<file path="src/rtl/oscilo_pkg.sv">
// Shared definitions for the oscilloscope capture/readback blocks: state
// watcher codes, the sample reader state type and the frame sync byte.
package oscilo_pkg;

    // State watcher code that selects the sample reader.
    localparam logic [7:0] ST_SAMPLE_READ = 8'h22;

    // First byte of every readback frame.
    localparam logic [7:0] SYNC_BYTE_DEFAULT = 8'hA5;

    typedef enum logic [3:0] {
        SR_IDLE,
        SR_HDR,
        SR_HDR_WAIT,
        SR_FETCH,
        SR_XMIT,
        SR_XMIT_WAIT,
        SR_CSUM,
        SR_CSUM_WAIT,
        SR_DONE
    } sample_reader_state_t;

    // Running frame checksum: plain 8-bit sum, wrapping mod 256.
    function automatic logic [7:0] checksum_add(input logic [7:0] sum,
                                                input logic [7:0] sample);
        return sum + sample;
    endfunction

endpackage

</file>
<file path="src/rtl/uart_byte_sender.sv">
// Hands one byte to uart_tx: while load is held it waits for the
// transmitter to go idle, then latches the byte and raises tx_start for a
// single cycle. sent simply forwards tx_done; the caller decides when a
// tx_done belongs to its byte.
module uart_byte_sender
    import oscilo_pkg::*;
(
    input  logic       clk,
    input  logic       reset,
    input  logic       load,
    input  logic [7:0] data,
    input  logic       tx_active,
    input  logic       tx_done,
    output logic [7:0] tx_data,
    output logic       tx_start,
    output logic       issued,
    output logic       sent
);

    // The caller drops load on the cycle after issued, so tx_start can never
    // be high on two consecutive cycles.
    assign issued = load && !tx_active;
    assign sent   = tx_done;

    // Register the byte and the one-cycle start pulse.
    always_ff @(posedge clk or negedge reset) begin
        if (!reset) begin
            tx_data  <= 8'h00;
            tx_start <= 1'b0;
        end else begin
            tx_start <= issued;
            if (issued) begin
                tx_data <= data;
            end
        end
    end

endmodule

</file>
<file path="src/rtl/sample_reader.sv">
// Streams the whole sample memory to the host after a capture: sync byte,
// every sample from address 0 upward, then an optional 8-bit checksum.
// Runs while the state watcher holds activate high; dropping activate
// mid-frame abandons the frame and the next activation starts over.
module sample_reader
    import oscilo_pkg::*;
#(
    parameter int         DATA_WIDTH    = 8,
    parameter int         ADDR_WIDTH    = 8,
    parameter logic [7:0] SYNC_BYTE     = SYNC_BYTE_DEFAULT,
    parameter bit         SEND_CHECKSUM = 1'b1
) (
    input  logic                  clk_50mhz,
    input  logic                  reset,
    input  logic                  activate,
    output logic                  done,
    output logic [ADDR_WIDTH-1:0] mem_addr,
    output logic                  mem_oe,
    input  logic [DATA_WIDTH-1:0] mem_data,
    output logic [7:0]            tx_data,
    output logic                  tx_start,
    input  logic                  tx_active,
    input  logic                  tx_done
);

    localparam logic [ADDR_WIDTH-1:0] ADDR_STEP = ADDR_WIDTH'(1);

    sample_reader_state_t state;
    logic [7:0]           checksum;
    logic                 load;
    logic [7:0]           load_byte;
    logic                 issued;
    logic                 sent;

    // Pick which byte is offered to the sender in each sending state.
    always_comb begin
        load      = 1'b0;
        load_byte = SYNC_BYTE;
        unique case (state)
            SR_HDR: begin
                load = activate;
            end
            SR_XMIT: begin
                load      = activate;
                load_byte = mem_data[7:0];
            end
            SR_CSUM: begin
                load      = activate;
                load_byte = checksum;
            end
            default: begin
            end
        endcase
    end

    uart_byte_sender sender (
        .clk       (clk_50mhz),
        .reset     (reset),
        .load      (load),
        .data      (load_byte),
        .tx_active (tx_active),
        .tx_done   (tx_done),
        .tx_data   (tx_data),
        .tx_start  (tx_start),
        .issued    (issued),
        .sent      (sent)
    );

    // Frame sequencer: walks header, samples and checksum, one byte per
    // tx_done, with abort on activate falling.
    always_ff @(posedge clk_50mhz or negedge reset) begin
        if (!reset) begin
            state    <= SR_IDLE;
            done     <= 1'b0;
            mem_addr <= '0;
            mem_oe   <= 1'b0;
            checksum <= 8'h00;
        end else if (!activate && state != SR_IDLE && state != SR_DONE) begin
            state  <= SR_IDLE;
            mem_oe <= 1'b0;
            done   <= 1'b0;
        end else begin
            case (state)
                SR_IDLE: begin
                    if (activate) begin
                        state    <= SR_HDR;
                        mem_addr <= '0;
                        checksum <= 8'h00;
                    end
                end
                SR_HDR: begin
                    if (issued) begin
                        state <= SR_HDR_WAIT;
                    end
                end
                SR_HDR_WAIT: begin
                    if (sent) begin
                        state  <= SR_FETCH;
                        mem_oe <= 1'b1;
                    end
                end
                // One settling cycle for the asynchronous memory read.
                SR_FETCH: begin
                    state <= SR_XMIT;
                end
                SR_XMIT: begin
                    if (issued) begin
                        checksum <= checksum_add(checksum, mem_data[7:0]);
                        mem_oe   <= 1'b0;
                        state    <= SR_XMIT_WAIT;
                    end
                end
                SR_XMIT_WAIT: begin
                    if (sent) begin
                        if (&mem_addr) begin
                            if (SEND_CHECKSUM) begin
                                state <= SR_CSUM;
                            end else begin
                                state <= SR_DONE;
                                done  <= 1'b1;
                            end
                        end else begin
                            mem_addr <= mem_addr + ADDR_STEP;
                            mem_oe   <= 1'b1;
                            state    <= SR_FETCH;
                        end
                    end
                end
                SR_CSUM: begin
                    if (issued) begin
                        state <= SR_CSUM_WAIT;
                    end
                end
                SR_CSUM_WAIT: begin
                    if (sent) begin
                        state <= SR_DONE;
                        done  <= 1'b1;
                    end
                end
                SR_DONE: begin
                    if (!activate) begin
                        state <= SR_IDLE;
                        done  <= 1'b0;
                    end
                end
                default: begin
                    state  <= SR_IDLE;
                    done   <= 1'b0;
                    mem_oe <= 1'b0;
                end
            endcase
        end
    end

endmodule

</file>
<file path="config.mk">
export PLATFORM = sky130hd
export DESIGN_NAME = sample_reader
export DESIGN_NICKNAME = d
export VERILOG_FILES = /design/src/rtl/oscilo_pkg.sv /design/src/rtl/uart_byte_sender.sv /design/src/rtl/sample_reader.sv
export SDC_FILE = /design/constraint.sdc
export NUM_CORES = 1
export LEC_CHECK = 0
export ABC_AREA = 1
export ABC_CLOCK_PERIOD_IN_PS = 1400
export BUFFER_PORTS_ARGS = -buffer_cell sky130_fd_sc_hd__buf_2
export CAP_MARGIN = 20
export CORE_MARGIN = 2
export CORE_UTILIZATION = 51
export CTS_CLUSTER_SIZE = 30
export DETAILED_ROUTE_END_ITERATION = 6
export MAX_ROUTING_LAYER = met4
export PLACE_DENSITY = 0.74
export SLEW_MARGIN = 20
export SYNTH_ARGS = -nofsm -noshare
export SYNTH_HDL_FRONTEND = slang
export SYNTH_SLANG_ARGS = --single-unit
</file>
<file path="constraint.sdc">
create_clock -name clk_50mhz -period 1.4 [get_ports clk_50mhz]
set_input_delay 0.14 -clock clk_50mhz [delete_from_list [all_inputs] [get_ports clk_50mhz]]
set_output_delay 0.14 -clock clk_50mhz [all_outputs]
set_load 0.01 [all_outputs]
</file>
==> results.toml, run 1 <==
[logic_synthesis]
yosysSeqAreaShare = 0.369
syn_nets = 301
synth_commonest_cells = "nand2_1 (78), dfrtp_1 (31), nor2_1 (26)"
synth_ff_type = "dfrtp_1"
yosys.area_share.simple = 0.371
synth_compound_area_frac = 0.107
syn_area_per_cell_um2 = 7.54
synth_edf_count = 0
synth_area_leaders = "dfrtp_1 (37%), nand2_1 (14%), ha_1 (4.8%)"
synthCells = 279
synth.area.mux_share = 0
yosysWarnings = 0
yosys.area.top_type = "dfrtp_1"
synth_top_family_by_area = "simple AND/OR/NAND/NOR gates"
synthDistinctLibCells = 32
synth_xor_area_frac = 0.0250
ys_async_sr_fraction = 1.00
ys_ff_latch = 31
synth_adder_area_share = 0.0571
syn_area_um2 = 2100
synth_most_common_cell = "nand2_1"
synth_top_area_share = 0.369

[flow_run]
max_cap_violations = 0

[layout]
syn2layout_area_growth_pct = 61.3
final_cell_area_um2 = 3390
antennaDiodeCount = 0
nNetsFinal = 403
fillCellCount = 201
utilization = 0.854
drive_gt1_frac = 0.552

[drt]
vias = 2492
via_per_inst = 5.77
drc_errors = 0
dr.max_layer_used = "met4"
dr.first_iter.drc_count = 254
wl_met2_um = 3910
wl_per_cell_um = 17.8
postRouteAntennaNets = 0
wirelength_um = 7670
dr_wl_met3_um = 540
drtPass1Iterations = 7
wl_met1_um = 2940

[place]
dpl_cell_area_um2 = 2730
io_buffers = 31
dp_hpwl_um = 4160
dp_slack_ns = -0.162
gp_congestion = 0.930

[floorplan]
dieHeight_um = 68.2
initial_utilization = 0.530
dieArea_um2 = 4650
rows = 23
io_pins = 32
core-area_um2 = 3970
die_w_um = 68.2

[cts]
clk_latency_ns = 0.29
htreeDepth = 2
cts-root-buf = "clkbuf_8"
clkSinkCount = 31
numCtsBuffers = 5
cts_tree = "yes"
cts_buffer_depth = 2
clkTransAtPathRegs_ns = 0.07

[global_routing]
grt_pass1_vias = 2232
grtUsageTotal = 0.301
antenna_found_initial = 0
grt_max_degree = 32
grt-ovfl-total = 0
grt_pass1_wl_um = 10100

[timing]
drv_slew = 0
rsz0062_at_grt = "true"
final.min_clock_period_ns = 1.59
hold_violations = 0
worst_clock_skew_ns = 0.00800
setup_slack_ns = -0.186
tightest_slew_ns = 0.428
max-slew-margin-rel = 0.715
setup_viol = 29
tns_ns = -3.10
period_share = 1.13
holdWs_ns = 0.125
clock.fmax_mhz = 630

[power_and_ir_drop]
p_per_area_nw_per_um2 = 1710
ir_drop_mv = 1.13
power_leakage_nw = 1.69

[run_status]
violations = "negative setup slack"
status = "complete, but fails checks"

[setup_path]
cp_data_required_time_ns = 1.57
setup.worst_path.class = "flop to flop"
worstPathArrival_ns = 1.76
critPathLaunchType = "flop"
crit_path_end_kind = "flop"
critical_path_peak_fanout = 8

[hold_path]
min_path_type = "primary input to flop"
[layout make-up]
type / count / area (µm²) / share of cell area
Clock buffer: 7 / 76.3 / 0.0225
Inverter: 31 / 136 / 0.0402
Sequential cell: 31 / 782 / 0.231
Multi-Input combinational cell: 214 / 1630 / 0.480
Clock inverter: 1 / 5.00 / 0.00148
Timing Repair Buffer: 98 / 702 / 0.207
Tap cell: 50 / 62.6 / 0.0184
[critical path, cell delays in order, from the launching register on]
cell     delay [ns]
dfrtp_2        0.42
inv_2          0.07
nor2_4         0.21
nand2_2        0.13
nand2_4        0.11
nand2_4        0.10
buf_6          0.17
a22oi_1        0.15
o31ai_1        0.09
[layout by cell type (no fill, tap or decap), types with 6 or more instances in the layout]
master   instances
buf_6           11
o21ai_1          6
nand2_2         21
nand2_4         11
nand3_4          6
inv_1           17
o21ai_2          6
buf_4           55
nor2_1          17
nor2_4          12
buf_2           31
inv_2            9
nand3_1         10
nand2_1         59
dfrtp_1         26
[per-stage QoR]
stage / instances / total power (W)
6_report: 432 / 0.00580
5_1_grt: 432 / 0.00612
2_1_floorplan: 279 / 0.00280
3_5_place_dp: 407 / 0.00363
4_1_cts: 422 / 0.00480
3_3_place_gp: 407 / 0.00357
[report_power, final]
group / total [W] / switching, W / internal [W] / leakage (nW)
Sequential: 0.00130 / 0.000189 / 0.00111 / 0.406
Combinational: 0.00378 / 0.00222 / 0.00156 / 1.24
Clock: 0.000719 / 0.000369 / 0.000349 / 0.0422
[kinds of logic (layout without fill, tap and decap cells)]
group	count (synthesis)	in the layout
flip-flops	31	31
AO/OA/AOI/OAI	35	35
buffers and inverters	35	137
AND/OR/NAND/NOR	163	164
XOR/XNOR	6	6
adder cells (fa/ha/maj)	9	9
[timing repair]
action	CTS	global route
hold endpoints to repair	31	0
hold buffers	1	0
resized for setup	41	71
pin swaps	15	43
endpoints found under the setup margin	28	29
setup buffers	5	10
gates cloned	1	0
[routing by layer]
| metal | global-route usage | vias to the layer above |
|---|---|---|
| li1 | - | 1112 |
| met1 | 0.346 | 1200 |
| met2 | 0.524 | 144 |
| met3 | 0.0510 | 36 |
| met4 | 0.110 | 0 |
| met5 | - | - |
[registers in the layout (all words and copies together), names as in the netlist]
name             flops
done                 1
state                4
mem_oe               1
sender.tx_data       8
sender.tx_start      1
checksum             8
mem_addr             8
[path summary, 6_finish.rpt]
kind                       slack, ns                             to            startpoint  depth (start not counted)
setup / recovery               -0.19  sender.tx_data[1]$_DFFE_PN0P_  state[0]$_DFFE_PN0P_                          8
hold reg to reg                 0.50             mem_oe$_DFFE_PN0P_    mem_oe$_DFFE_PN0P_                          2
max in group asynchronous       0.65        mem_addr[0]$_DFFE_PN0P_                 reset                          3
min in group asynchronous       0.41               done$_DFFE_PN0P_                 reset                          3
hold / removal                  0.12  sender.tx_data[0]$_DFFE_PN0P_           mem_data[0]                          3
setup reg to reg               -0.19  sender.tx_data[1]$_DFFE_PN0P_  state[0]$_DFFE_PN0P_                          8
Power figures use the tool's default switching activity.
==> run 2, diff against run 1 <==
ABC_CLOCK_PERIOD_IN_PS = 1770   (was 1400)
CORE_UTILIZATION = 57   (was 51)
PLACE_DENSITY = 0.78   (was 0.74)
clock period = 1.77 ns   (was 1.4 ns; I/O delays follow)
==> run 2 against run 1 <==
  * The flow now finishes without violations
  * Cell count is 15% lower
  * Non-clock buffer count shrank 62
  * Via count fell by 24%
  * Critical path type unchanged
  * Largest cell class unchanged
==> results.toml, run 2 (synthesized netlist as in run 1, its figures left out) <==
[global_routing]
grt_max_degree = 32
grt_pass1_wl_um = 7770
grt_pass1_vias = 1775
grt-ovfl-total = 0
grtUsageTotal = 0.249
antenna_found_initial = 0

[timing]
tns_ns = 0
worst_clock_skew_ns = 0.00322
period_share = 0.924
hold_violations = 0
tightest_slew_ns = 0.684
rsz0062_at_grt = "false"
clock.fmax_mhz = 612
drv_slew = 0
setup_viol = 0
max-slew-margin-rel = 0.544
final.min_clock_period_ns = 1.63

[place]
dp_hpwl_um = 3590
gp_congestion = 0.951
io_buffers = 31
dp.cells = 358

[floorplan]
io_pins = 32
die_w_um = 64.7
initial_utilization = 0.583
core-area_um2 = 3610
dieArea_um2 = 4190
rows = 22
dieHeight_um = 64.7

[cts]
clkSinkCount = 31
postCtsSetupBuffers = 0
numCtsBuffers = 5
clk_latency_ns = 0.28
htreeDepth = 2
cts_buffer_depth = 2
cts_tree = "yes"
clkTransAtPathRegs_ns = 0.06
cts-root-buf = "clkbuf_8"

[setup_path]
worstPathArrival_ns = 1.80
critical_path_peak_fanout = 3
cp_data_required_time_ns = 1.94
critPathLaunchType = "flop"
setup.worst_path.class = "flop to flop"
cp_slowest_stage_delay_ns = 0.37
worstPathCellList = "ha_1 > inv_1 > fa_1 > inv_1 > nand4_1 > nand3_1 > nand2_1 > nand2_1 > o21ai_1"
crit_path_end_kind = "flop"
cpMaxStageDelayCell = "dfrtp_1"

[layout]
top_regs = "checksum: 8 flops, mem_addr: 8 flops, sender.tx_data: 8 flops"
drive_gt1_frac = 0.270
nNetsFinal = 340
fillCellCount = 327
syn2layout_area_growth_pct = 15.2
layout_common_cells = "nand2_1 (77), buf_2 (31), dfrtp_1 (30)"
antennaDiodeCount = 0
instances_no_fill = 366
mostFrequentLayoutCell = "nand2_1"

[power_and_ir_drop]
power_leakage_nw = 1.31
ir_drop_mv = 0.957
p_per_area_nw_per_um2 = 1290

[drt]
vias = 1897
dr.first_iter.drc_count = 171
postRouteAntennaNets = 0
via_per_inst = 5.18
drtPass1Iterations = 4
drc_errors = 0
wirelength_um = 4680
wl_per_cell_um = 12.8

[hold_path]
min_path_type = "primary input to flop"

[run_status]
status = "completed"

[flow_run]
max_cap_violations = 0
==> run 2: stage by stage <==
step / utilization / power [W] / area (µm²) / setup WS, ns / hold slack [ns]
final: 0.672 / 0.00313 / 2420 / 0.135 / 0.149
after CTS: 0.670 / 0.00315 / 2420 / 0.0342 / 0.144
after detailed placement: 0.642 / 0.00256 / 2310 / 0.0303 / 0.266
after global routing: 0.672 / 0.00337 / 2420 / 0.00117 / 0.155
after floorplan: - / 0.00219 / 2100 / 0.238 / -0.119
after global placement: 0.642 / 0.00252 / 2310 / 0.0880 / 0.265
==> run 2: critical path: cells and delay by family, from the launching register on <==
| kind | cells | cell delay [ns] |
|---|---|---|
| buffers and inverters | 2 | 0.17 |
| adders and majority gates | 2 | 0.58 |
| DFF | 1 | 0.37 |
| AOI/OAI and AO/OA | 1 | 0.05 |
| and+or+nand+nor | 4 | 0.35 |
==> run 2: repair_timing <==
item	CTS	global route
hold buffers	1	0
endpoints found under the setup margin	2	17
hold endpoints to repair	31	0
gates resized for setup	1	3
==> run 2: worst paths after layout <==
| path | from | end | slack [ns] | cells past startpoint |
|---|---|---|---|---|
| max | checksum[0]$_DFFE_PN0P_ | checksum[6]$_DFFE_PN0P_ | 0.14 | 9 |
| min | mem_data[6] | sender.tx_data[6]$_DFFE_PN0P_ | 0.15 | 3 |
| max reg2reg | checksum[0]$_DFFE_PN0P_ | checksum[6]$_DFFE_PN0P_ | 0.14 | 9 |
| min reg2reg | mem_oe$_DFFE_PN0P_ | mem_oe$_DFFE_PN0P_ | 0.48 | 2 |
| max in group asynchronous | reset | mem_addr[0]$_DFFE_PN0P_ | 0.82 | 2 |
| min in group asynchronous | reset | checksum[6]$_DFFE_PN0P_ | 0.46 | 2 |
==> run 2: final cells by class <==
cell class | count | area (µm²) | share of cell area
multi-input cells | 213 | 1190 | 0.490
clock inverters | 1 | 5.00 | 0.00207
clock buffers | 6 | 82.6 | 0.0341
inverters | 31 | 116 | 0.0480
flip-flops and latches | 31 | 777 | 0.321
well taps | 48 | 60.1 | 0.0248
repair buffers | 36 | 195 | 0.0805
==> run 2: layer usage <==
layer	part of all wire	vias up	global-route usage
li1	-	985	-
met5	0	-	-
met4	0.013	0	0.0771
met3	0.038	7	0.0573
met2	0.48	32	0.407
met1	0.47	873	0.308
==> run 2: power breakdown <==
part / switching, W / internal [W]
Sequential: 0.000154 / 0.000876
Clock: 0.000258 / 0.000305
Combinational: 0.00100 / 0.000539
==> run 3, diff against run 2 <==
CAP_MARGIN = not set   (was 20)
SYNTH_HIERARCHICAL = 1   (was not set)
==> run 3 against run 2 <==
  * Global-route usage is 2.3 points higher
  * Cell count up 6.8%
  * Register-to-register slack lost 0.09 ns
  * Design area rose by 8.5%
  * Largest power group unchanged
==> results.toml, run 3 <==
[run_status]
status = "completed"

[hold_path]
hold_start = "tx_done"
hold_path_depth = 3
min_path_type = "primary input to flop"
hold_end = "done$_DFFE_PN0P_"

[flow_run]
max_cap_violations = 0

[layout]
antennaDiodeCount = 0
nNetsFinal = 364
final_cell_area_um2 = 2630
mostFrequentLayoutCell = "nand2_1"
top_regs = "checksum: 8 flops, mem_addr: 8 flops, sender/tx_data: 8 flops"
syn2layout_area_growth_pct = 23.7
drive_gt1_frac = 0.289
layout_common_cells = "nand2_1 (96), buf_2 (31), dfrtp_1 (29)"
instances_no_fill = 391

[setup_path]
timing.rr.start = "state[3]$_DFFE_PN0P_"
setup.worst_path.class = "flop to flop"
cpMaxStageDelayCell = "dfrtp_2"
worstPathCellList = "buf_4 > inv_4 > nand2_4 > nor2_8 > nand3_1 > nand2_2 > nor2_8 > buf_4 > nand2_1 > nand2_1"
crit_path_end_kind = "flop"
critical_path_peak_fanout = 7
rr_endpoint = "mem_addr[7]$_DFFE_PN0P_"
r2r_slack_ns = 0.05
cp_slowest_stage_delay_ns = 0.46
crit_buf_inv = 3
cp_data_required_time_ns = 1.95
ff2ff_path_depth = 10
crit_family = "simple AND/OR/NAND/NOR gates"
worstPathArrival_ns = 1.91
critPathLaunchType = "flop"

[global_routing]
grtUsageTotal = 0.272
antenna_found_initial = 0
grt_max_degree = 32
grt_pass1_wl_um = 8550
grt-ovfl-total = 0
grt_pass1_vias = 1878

[power_and_ir_drop]
seqPwrFrac = 0.320
power_frac_comb = 0.493
ir_drop_mv = 0.585
p_per_area_nw_per_um2 = 1140
switchingPower_w = 0.00129
internal_power_w = 0.00170
clockPowerShare = 0.187
power_leakage_nw = 1.44
switching_share = 0.431

[logic_synthesis]
syn_area_um2 = 2130
synth_most_common_cell = "nand2_1"
synthCells = 287
synthDistinctLibCells = 32
synth_area_leaders = "dfrtp_1 (36%), nand2_1 (18%), nand3_1 (6.6%)"
synth_ff_type = "dfrtp_1"
synth_top_area_share = 0.365
syn_area_per_cell_um2 = 7.41
ys_ff_latch = 31
yosysSeqAreaShare = 0.365
yosysWarnings = 6
synth_edf_count = 0
ys_async_sr_fraction = 1.00
yosys.area.top_type = "dfrtp_1"
synth_commonest_cells = "nand2_1 (100), dfrtp_1 (31), nand3_1 (28)"
syn_nets = 309

[place]
gp_congestion = 0.932
dp.cells = 379
dp_slack_ns = 0.0000137
dp_hpwl_um = 3790
io_buffers = 31
dpl_cell_area_um2 = 2450

[drt]
via_per_inst = 5.27
wirelength_um = 5180
dr.first_iter.drc_count = 182
drc_errors = 0
wl_per_cell_um = 13.2
postRouteAntennaNets = 0
drtPass1Iterations = 4
vias = 2060

[timing]
max-slew-margin-rel = 0.541
tns_ns = 0
drv_slew = 0
tightest_slew_ns = 0.689
rsz0062_at_grt = "true"
final.min_clock_period_ns = 1.72
worst_clock_skew_ns = 0.00575
clock.fmax_mhz = 580
setup_slack_ns = 0.0467
period_share = 0.974
setup_viol = 0
hold_violations = 0
holdWs_ns = 0.186

[floorplan]
initial_utilization = 0.585
dieHeight_um = 65.1
rows = 22
core-area_um2 = 3630
io_pins = 32
dieArea_um2 = 4230
die_w_um = 65.1

[cts]
clkSinkCount = 31
clkTransAtPathRegs_ns = 0.07
cts-root-buf = "clkbuf_8"
clk_latency_ns = 0.29
htreeDepth = 2
cts_tree = "yes"
cts_buffer_depth = 2
numCtsBuffers = 5
## run 3: changes by cell type after synthesis, sizes merged, moves of 3 or more
cell	delta
nand2	+18
nand3	+9
nor2	-8
nor3	-5
a22o	+4
a22oi	-4
inv	-4
o21ai	-4
xnor2	+3
## run 3: worst max-delay path by stage
| stage | from | end | slack [ns] | cells past startpoint |
|---|---|---|---|---|
| floorplan | state[2]$_DFFE_PN0P_ | state[0]$_DFFE_PN0P_ | 0.01 | 14 |
| global placement | state[3]$_DFFE_PN0P_ | mem_addr[0]$_DFFE_PN0P_ | 0.05 | 11 |
| detailed placement | state[3]$_DFFE_PN0P_ | state[0]$_DFFE_PN0P_ | 0.00001 | 12 |
| CTS | state[3]$_DFFE_PN0P_ | state[0]$_DFFE_PN0P_ | 0.02 | 12 |
| global route | state[2]$_DFFE_PN0P_ | checksum[7]$_DFFE_PN0P_ | -0.04 | 12 |
| finish | state[3]$_DFFE_PN0P_ | mem_addr[7]$_DFFE_PN0P_ | 0.05 | 10 |
## run 3: logic make-up after synthesis
| family | after synthesis | synth area share |
|---|---|---|
| flip-flops | 31 | 0.365 |
| buffers and inverters | 31 | 0.0618 |
| adder cells (fa/ha/maj) | 9 | 0.0565 |
| XOR/XNOR | 11 | 0.0453 |
| AO/OA/AOI/OAI | 29 | 0.0812 |
| AND/OR/NAND/NOR | 176 | 0.390 |
## run 3: per-stage QoR
stage / power, W / util
floorplan: 0.00190 / -
global placement: 0.00228 / 0.674
finish: 0.00299 / 0.723
CTS: 0.00289 / 0.704
global route: 0.00323 / 0.723
detailed placement: 0.00232 / 0.674
## run 3: worst reg2reg max path, cell delays in order, from the launching register on
cell	delay, ns
dfrtp_2	0.46
buf_4	0.17
inv_4	0.10
nand2_4	0.10
nor2_8	0.17
nand3_1	0.17
nand2_2	0.15
nor2_8	0.05
buf_4	0.14
nand2_1	0.06
nand2_1	0.05
## run 3: area by class of cell
cell class,instances,area [µm²]
sequential,31,778
clock buffer,5,68.8
tap,48,60.1
timing repair buffer,51,308
inverter,28,116
multi-input combinational,225,1280
fill,299,1000
clock inverter,3,20.0
## run 3: power groups by stage
stage | clock (W) | combinational, W | sequential, W
after CTS | 0.000567 | 0.00137 | 0.000953
after detailed placement | 0 | 0.00135 | 0.000964
after global placement | 0 | 0.00133 | 0.000956
final | 0.000559 | 0.00147 | 0.000959
after global routing | 0.000612 | 0.00164 | 0.000976
after floorplan | 0 | 0.000885 | 0.00101
## run 3: timing repair
item | in CTS | in global routing
setup endpoints to repair | 4 | 20
endpoints found under the hold margin | 31 | 0
pin swaps | 0 | 12
resized for setup | 1 | 17
hold buffers | 1 | 0
setup buffers | 0 | 3
## run 3: layer usage
layer / global-route usage / up-vias / part of all wire
li1: - / 1044 / -
met1: 0.350 / 935 / 0.46
met2: 0.441 / 71 / 0.48
met3: 0.0521 / 10 / 0.053
met4: 0.0781 / 0 / 0.015
met5: - / - / 0
